<file path="config.mk">
export PLATFORM = sky130hd
export DESIGN_NAME = sata_tx_prim_gen
export DESIGN_NICKNAME = d
export VERILOG_FILES = /design/src/rtl/sata_prim_pkg.sv /design/src/rtl/sata_junk_lfsr.sv /design/src/rtl/sata_tx_prim_gen.sv
export SDC_FILE = /design/constraint.sdc
export NUM_CORES = 1
export LEC_CHECK = 0
export ABC_AREA = 1
export ABC_CLOCK_PERIOD_IN_PS = 2750
export CORE_UTILIZATION = 25
export CTS_CLUSTER_DIAMETER = 120
export DETAILED_ROUTE_END_ITERATION = 10
export PLACE_DENSITY = 0.5
export SYNTH_ARGS = -nofsm -noshare
export SYNTH_HDL_FRONTEND = slang
export SYNTH_SLANG_ARGS = --single-unit
</file>
<file path="constraint.sdc">
create_clock -name phyclk -period 2.75 [get_ports phyclk]
set_clock_uncertainty 0.05 [all_clocks]
set_input_delay 0.4125 -clock phyclk [delete_from_list [all_inputs] [get_ports phyclk]]
set_output_delay 0.4125 -clock phyclk [all_outputs]
set_load 0.05 [all_outputs]
</file>
<file path="src/rtl/sata_prim_pkg.sv">
// SATA link-layer primitive codes, dword encodings and the CONT-compression helpers
// shared by the transmit primitive generator and its junk scrambler.
package sata_prim_pkg;

  typedef enum logic [3:0] {
    P_SYNC  = 4'd0,
    P_X_RDY = 4'd1,
    P_R_RDY = 4'd2,
    P_R_IP  = 4'd3,
    P_R_OK  = 4'd4,
    P_R_ERR = 4'd5,
    P_SOF   = 4'd6,
    P_EOF   = 4'd7,
    P_WTRM  = 4'd8,
    P_HOLD  = 4'd9,
    P_HOLDA = 4'd10,
    P_DMAT  = 4'd11
  } prim_e;

  typedef enum logic [1:0] {
    CS_IDLE,
    CS_ONCE,
    CS_TWICE,
    CS_JUNK
  } cont_state_e;

  localparam logic [31:0] DW_ALIGN = 32'h7B4A4ABC;
  localparam logic [31:0] DW_CONT  = 32'h9999AA7C;
  localparam logic [31:0] DW_SYNC  = 32'hB5B5957C;
  localparam logic [31:0] DW_X_RDY = 32'h5757B57C;
  localparam logic [31:0] DW_R_RDY = 32'h4A4A957C;
  localparam logic [31:0] DW_R_IP  = 32'h5555B57C;
  localparam logic [31:0] DW_R_OK  = 32'h3535B57C;
  localparam logic [31:0] DW_R_ERR = 32'h5656B57C;
  localparam logic [31:0] DW_SOF   = 32'h3737B57C;
  localparam logic [31:0] DW_EOF   = 32'hD5D5B57C;
  localparam logic [31:0] DW_WTRM  = 32'h5858B57C;
  localparam logic [31:0] DW_HOLD  = 32'hD5D5AA7C;
  localparam logic [31:0] DW_HOLDA = 32'h9595AA7C;
  localparam logic [31:0] DW_DMAT  = 32'h3636B57C;

  function automatic logic [31:0] prim_encode(input logic [3:0] code);
    logic [31:0] dw;
    case (code)
      P_X_RDY: dw = DW_X_RDY;
      P_R_RDY: dw = DW_R_RDY;
      P_R_IP:  dw = DW_R_IP;
      P_R_OK:  dw = DW_R_OK;
      P_R_ERR: dw = DW_R_ERR;
      P_SOF:   dw = DW_SOF;
      P_EOF:   dw = DW_EOF;
      P_WTRM:  dw = DW_WTRM;
      P_HOLD:  dw = DW_HOLD;
      P_HOLDA: dw = DW_HOLDA;
      P_DMAT:  dw = DW_DMAT;
      default: dw = DW_SYNC;
    endcase
    return dw;
  endfunction

  // Frame delimiters must always be seen literally by the far end.
  function automatic logic no_cont(input logic [3:0] code);
    return (code == P_SOF) || (code == P_EOF) || (code == P_WTRM);
  endfunction

  function automatic logic [15:0] lfsr_next(input logic [15:0] v);
    return {v[14:0], v[15] ^ v[14] ^ v[12] ^ v[3]};
  endfunction

endpackage

</file>
<file path="src/rtl/sata_junk_lfsr.sv">
// 16-bit Fibonacci LFSR supplying the scrambled junk payload that follows a CONT.
module sata_junk_lfsr
  import sata_prim_pkg::*;
#(
  parameter logic [15:0] C_SEED = 16'hF0F6
) (
  input  logic        clk,
  input  logic        rst_n,
  input  logic        load,
  input  logic        advance,
  output logic [15:0] value
);

  logic [15:0] value_q;

  always_ff @(posedge clk or negedge rst_n) begin
    if (!rst_n) begin
      value_q <= C_SEED;
    end else if (load) begin
      value_q <= C_SEED;
    end else if (advance) begin
      value_q <= lfsr_next(value_q);
    end
  end

  assign value = value_q;

endmodule

</file>
<file path="src/rtl/sata_tx_prim_gen.sv">
// Transmit dword generator: merges upstream primitives/data, inserts ALIGN pairs,
// and CONT-compresses repeated primitives into scrambled junk.
//
// state    | meaning
// CS_IDLE  | no repeatable primitive outstanding
// CS_ONCE  | last_q sent once
// CS_TWICE | last_q sent twice; another repeat emits CONT
// CS_JUNK  | CONT sent; repeats of last_q emit junk
module sata_tx_prim_gen
  import sata_prim_pkg::*;
#(
  parameter int unsigned C_ALIGN_INTERVAL = 254,
  parameter logic [15:0] C_LFSR_SEED      = 16'hF0F6
) (
  input  logic        phyclk,
  input  logic        phyreset_n,
  input  logic        linkup,
  input  logic        tx_pop,
  input  logic        up_valid,
  input  logic        up_isprim,
  input  logic [3:0]  up_prim,
  input  logic [31:0] up_data,
  output logic        up_ready,
  output logic [31:0] txdata,
  output logic        txdatak,
  output logic        underflow
);

  localparam int CW = $clog2(C_ALIGN_INTERVAL + 1);

  logic [1:0]    rst_sync_q;
  logic          rst_n;
  logic [CW-1:0] cnt_q, cnt_d;
  logic          second_q, second_d;
  cont_state_e   state_q, state_d;
  logic [3:0]    last_q, last_d;
  logic [31:0]   txdata_q, txdata_d;
  logic          txdatak_q, txdatak_d;
  logic          underflow_q, underflow_d;
  logic          lfsr_load, lfsr_adv;
  logic [15:0]   lfsr_val, junk;
  logic [3:0]    code;
  logic          align_due;

  // Assert asynchronously, release two phyclk edges after phyreset_n rises.
  always_ff @(posedge phyclk or negedge phyreset_n) begin
    if (!phyreset_n) rst_sync_q <= 2'b00;
    else             rst_sync_q <= {rst_sync_q[0], 1'b1};
  end
  assign rst_n = rst_sync_q[1];

  sata_junk_lfsr #(.C_SEED(C_LFSR_SEED)) u_lfsr (
    .clk     (phyclk),
    .rst_n   (rst_n),
    .load    (lfsr_load),
    .advance (lfsr_adv),
    .value   (lfsr_val)
  );

  assign align_due = (cnt_q == CW'(C_ALIGN_INTERVAL));
  assign up_ready  = linkup & tx_pop & ~align_due;

  always_comb begin
    cnt_d       = cnt_q;
    second_d    = second_q;
    state_d     = state_q;
    last_d      = last_q;
    txdata_d    = txdata_q;
    txdatak_d   = txdatak_q;
    underflow_d = 1'b0;
    lfsr_load   = 1'b0;
    lfsr_adv    = 1'b0;
    junk        = lfsr_next(lfsr_val);
    // Empty pops and reserved codes both behave as SYNC.
    code = (up_valid && up_isprim && (up_prim <= 4'd11)) ? up_prim : P_SYNC;

    if (!linkup) begin
      txdata_d  = DW_ALIGN;
      txdatak_d = 1'b1;
      cnt_d     = '0;
      second_d  = 1'b0;
      state_d   = CS_IDLE;
      last_d    = P_SYNC;
    end else if (tx_pop) begin
      if (align_due) begin
        txdata_d  = DW_ALIGN;
        txdatak_d = 1'b1;
        second_d  = ~second_q;
        if (second_q) cnt_d = '0;
      end else begin
        cnt_d       = cnt_q + CW'(1);
        underflow_d = ~up_valid;
        if (up_valid && !up_isprim) begin
          txdata_d  = up_data;
          txdatak_d = 1'b0;
          state_d   = CS_IDLE;
        end else if (no_cont(code)) begin
          txdata_d  = prim_encode(code);
          txdatak_d = 1'b1;
          state_d   = CS_IDLE;
          last_d    = code;
        end else if ((state_q == CS_IDLE) || (code != last_q)) begin
          txdata_d  = prim_encode(code);
          txdatak_d = 1'b1;
          state_d   = CS_ONCE;
          last_d    = code;
        end else begin
          case (state_q)
            CS_ONCE: begin
              txdata_d  = prim_encode(code);
              txdatak_d = 1'b1;
              state_d   = CS_TWICE;
            end
            CS_TWICE: begin
              txdata_d  = DW_CONT;
              txdatak_d = 1'b1;
              state_d   = CS_JUNK;
              lfsr_load = 1'b1;
            end
            default: begin
              txdata_d  = {junk, ~junk};
              txdatak_d = 1'b0;
              lfsr_adv  = 1'b1;
            end
          endcase
        end
      end
    end
  end

  always_ff @(posedge phyclk or negedge rst_n) begin
    if (!rst_n) begin
      cnt_q       <= '0;
      second_q    <= 1'b0;
      state_q     <= CS_IDLE;
      last_q      <= P_SYNC;
      txdata_q    <= DW_ALIGN;
      txdatak_q   <= 1'b1;
      underflow_q <= 1'b0;
    end else begin
      cnt_q       <= cnt_d;
      second_q    <= second_d;
      state_q     <= state_d;
      last_q      <= last_d;
      txdata_q    <= txdata_d;
      txdatak_q   <= txdatak_d;
      underflow_q <= underflow_d;
    end
  end

  assign txdata    = txdata_q;
  assign txdatak   = txdatak_q;
  assign underflow = underflow_q;

endmodule

</file>
==> results of run 1 <==
==> synth_stat cells (2+ instances only) <==
cell / count
dfstp_2: 28
inv_1: 58
xor2_1: 2
buf_4: 4
nand2_1: 136
nor2_4: 5
a21oi_1: 35
nor3_1: 4
nand3_1: 51
nor2_2: 5
nand2_2: 3
o21ai_0: 26
clkbuf_1: 8
inv_2: 3
nand4_4: 2
o211ai_1: 3
nand3_2: 3
nand4_1: 13
dfrtp_1: 39
ha_1: 10
xnor2_1: 3
nand2_4: 2
o21ai_1: 6
buf_2: 4
buf_6: 3
nor2_1: 75
o22ai_1: 5
==> power by group <==
| group | switching [mW] | internal, mW |
|---|---|---|
| combinational | 0.575 | 0.343 |
| clock | 0.449 | 0.795 |
| sequential | 0.125 | 1.18 |
| total | 1.15 | 2.32 |
==> critical path, stage by stage <==
cell             delay (ps)
clkdlybuf4s50_1         480
nand2_1                 120
nand3_2                 140
inv_1                   100
ha_1                    200
nor2_1                  110
nor2_1                   80
nor2_4                  100
inv_1                    70
nor2_2                  330
nor2_2                  130
nand2_1                 110
inv_1                    60
nor2_2                  160
nand2_1                  70
nand2_1                  60
==> cells by family (layout without fill, tap and decap cells) <==
kind of cell | Yosys count | after routing
AOI/OAI and AO/OA | 79 | 79
xor gates and xnor gates | 5 | 5
adders and majority gates | 10 | 10
buffers and inverters | 82 | 201
DFF | 67 | 67
other | 1 | 1
and+or+nand+nor | 304 | 304
==> routing by layer <==
metal	global-route usage	routed length, um
met3	0.0293	799
met1	0.217	5990
met5	0	0
met4	0.0479	166
met2	0.266	6130
==> through the flow <==
| stage | utilization | hold slack [ps] |
|---|---|---|
| after floorplan | - | 66.9 |
| after global placement | 0.337 | 285 |
| after detailed placement | 0.337 | 289 |
| after CTS | 0.357 | 181 |
| after global routing | 0.357 | 183 |
| final | 0.357 | 193 |
==> sequential cells by signal, indices dropped and copies added, names as in the netlist <==
register	flops
cnt_q	8
last_q	4
rst_sync_q	2
second_q	1
state_q	2
txdata	32
txdatak	1
u_lfsr.value	16
underflow	1
==> layout make-up <==
cell class	count	area share
Multi-Input combinational cell	399	0.353
Sequential cell	67	0.302
Timing Repair Buffer	122	0.199
Tap cell	216	0.0476
Inverter	63	0.0419
Clock buffer	10	0.0404
Clock inverter	6	0.0159
==> how the worst max path moves through the flow <==
| stage | end | slack, ps | cells past startpoint |
|---|---|---|---|
| 2_1_floorplan | u_lfsr.value[10] | 520 | 14 |
| 3_3_place_gp | txdata[20] | -5 | 15 |
| 3_5_place_dp | u_lfsr.value[13] | -80 | 16 |
| 4_1_cts | u_lfsr.value[13] | 250 | 15 |
| 5_1_grt | last_q[2] | 20 | 16 |
| 6_report | last_q[3] | 240 | 16 |
==> impl_metrics.yaml, run 1 <==
sta:
  count_of_pins_over_their_slew_limit: 0
  period_utilisation_layout: 0.912
  setup_viol_count_final: 0
  worst_slack_ps: 242
  final_hold_viol_count: 0
  maxClockFrequency_mhz: 399
  slew_headroom: 0.488
  fin_setup_tns_ps: 0
  rsz0062_at_grt: "no"
  worst_slew_pin_slew_ps: 768
  final.min_clock_period_ps: 2510
route:
  antenna_left: 0
  wirelength_mm: 13.1
  drt-initial-drc-count: 261
  detailedRoute.firstPassIterationCount: 5
  post-route-drc-count: 0
  drt-vias-per-instance: 4.54
  wl_per_cell_um: 14.8
  vias_post_dr: 4010
synthesis:
  synth_seq_cells: 67
  synth-adder-area-share: 0.0308
  cells_taking_the_most_area_after_synthesis: "dfrtp_1, dfstp_2, nand2_1, nor2_1, nand3_1"
  netlist.top_cell.by_area: "dfrtp_1"
  post_synth_instance_area_um2: 4070
  ys_async_sr_fraction: 1.00
  yosys.area.top_type_share: 0.240
  synth_simple_gate_area_frac: 0.347
  ys_dominant_reg_cell: "dfrtp_1"
  synthesis.instances: 548
  xor_xnor_cell_area_share_of_the_yosys_netlist: 0.0108
  yosysUniqueCellTypes: 39
  synthesis.yosys.warnings: 0
  syn-num-nets: 600
  share_of_synthesized_area_spent_on_multiplexers: 0
  synth_enable_flop_cells: 0
  synth_compound_area_frac: 0.103
  synth.avg_cell_area_um2: 7.42
  synth_top_family_by_area: "simple AND/OR/NAND/NOR gates"
  yosysSeqAreaShare: 0.421
worst_setup_path:
  crit_required_ps: 2970
  cp-startpoint: "up_prim[2]"
  critPathKind: "in -> reg"
  worst_r2r_startpoint: "cnt_q[0]"
  worst_r2r_endpoint: "u_lfsr.value[13]"
  depth_of_the_worst_register_to_register_path: 11
  crit_path_end_kind: "flop"
  reg2reg_setup_slack_ps: 600
  path_max_fanout: 7
  critical_path_arrival_ps: 2720
  startpoint_type: "input port"
final_layout:
  multi_input_area_um2: 2000
  drive_gt1_frac: 0.178
  final.fill_count: 1725
  syn_to_final_growth_pct: 39.6
  layout_commonest_cell: "nand2_1"
  finalNetCount: 714
  num_antenna_cells: 0
  most_frequent_cells_in_the_layout: "nand2_1, clkdlybuf4s50_1, nor2_1"
  postLayoutCellArea_um2: 5670
  seqCellArea_um2: 1710
  layoutNonFillerInstCount: 883
pwr:
  p_total_mw: 3.46
  static-leakage-power_nw: 2.66
  pwr_density_cell_nw_per_um2: 611
  peakVddDrop_mv: 0.276
global_route:
  antenna_found_initial: 0
  overall_global_routing_resource_usage: 0.162
  grt.overflow.total: 0
  vias_in_the_first_global_route: 3862
  grt_first_pass_wirelength_mm: 20.4
  grt_start_max_net_pins: 36
place:
  dp_hpwl_mm: 10.1
  post_dp_cell_area_um2: 5350
  place.detailed.instances: 867
  buffer_ports.inserted: 76
  place_worst_setup_slack_ps: -84.7
  routabilityCongestion: 0.869
die:
  pin_count: 77
  fp.coreArea_um2: 15900
  floorplan.die.width_um: 130
  design.die.area_um2: 16800
  fp-row-count: 46
  die_h_um: 130
  floorplan.initialDensity: 0.256
clock_tree:
  tritoncts: "done"
  postCtsHoldBufs: 0
  cts_repair_resize_count: 0
  post_cts.repair.setup_buffers: 0
  cts_inserted_buffers: 9
  worst_skew_pair.late_latency_ps: 330
  htreeDepth: 3
  cts.root.buffer_cell: "clkbuf_16"
  clockBufferDepth: 2
  clock_transition_at_the_register_clock_pins_on_the_worst_setup_and_hold_paths_after_cts_ps: 50
  clock_sink_count: 67
flow_run:
  maxCapViolCount: 0
hold_path:
  hold_path.class: "in -> async"
outcome:
  result_of_the_run: "complete, no violations"
No activity file was read; power rests on OpenSTA's default activity.
==> run 2, diff against run 1 <==
--- a/config.mk
+++ b/config.mk
@@ -7,6 +7,7 @@
 export LEC_CHECK = 0
 export ABC_AREA = 1
 export ABC_CLOCK_PERIOD_IN_PS = 2750
+export CAP_MARGIN = 10
 export CORE_UTILIZATION = 25
 export CTS_CLUSTER_DIAMETER = 120
 export DETAILED_ROUTE_END_ITERATION = 10
==> results of run 2 <==
Same layout as run 1: the final DEF is identical, and so are final timing and power.
==> run 3, diff against run 2 <==
--- a/config.mk
+++ b/config.mk
@@ -6,12 +6,12 @@
 export NUM_CORES = 1
 export LEC_CHECK = 0
 export ABC_AREA = 1
-export ABC_CLOCK_PERIOD_IN_PS = 2750
 export CAP_MARGIN = 10
 export CORE_UTILIZATION = 25
-export CTS_CLUSTER_DIAMETER = 120
+export CTS_CLUSTER_DIAMETER = 30
 export DETAILED_ROUTE_END_ITERATION = 10
 export PLACE_DENSITY = 0.5
+export SLEW_MARGIN = 10
 export SYNTH_ARGS = -nofsm -noshare
 export SYNTH_HDL_FRONTEND = slang
 export SYNTH_SLANG_ARGS = --single-unit
==> results of run 3 <==
Same layout as run 1: the final DEF is identical, and so are final timing and power.
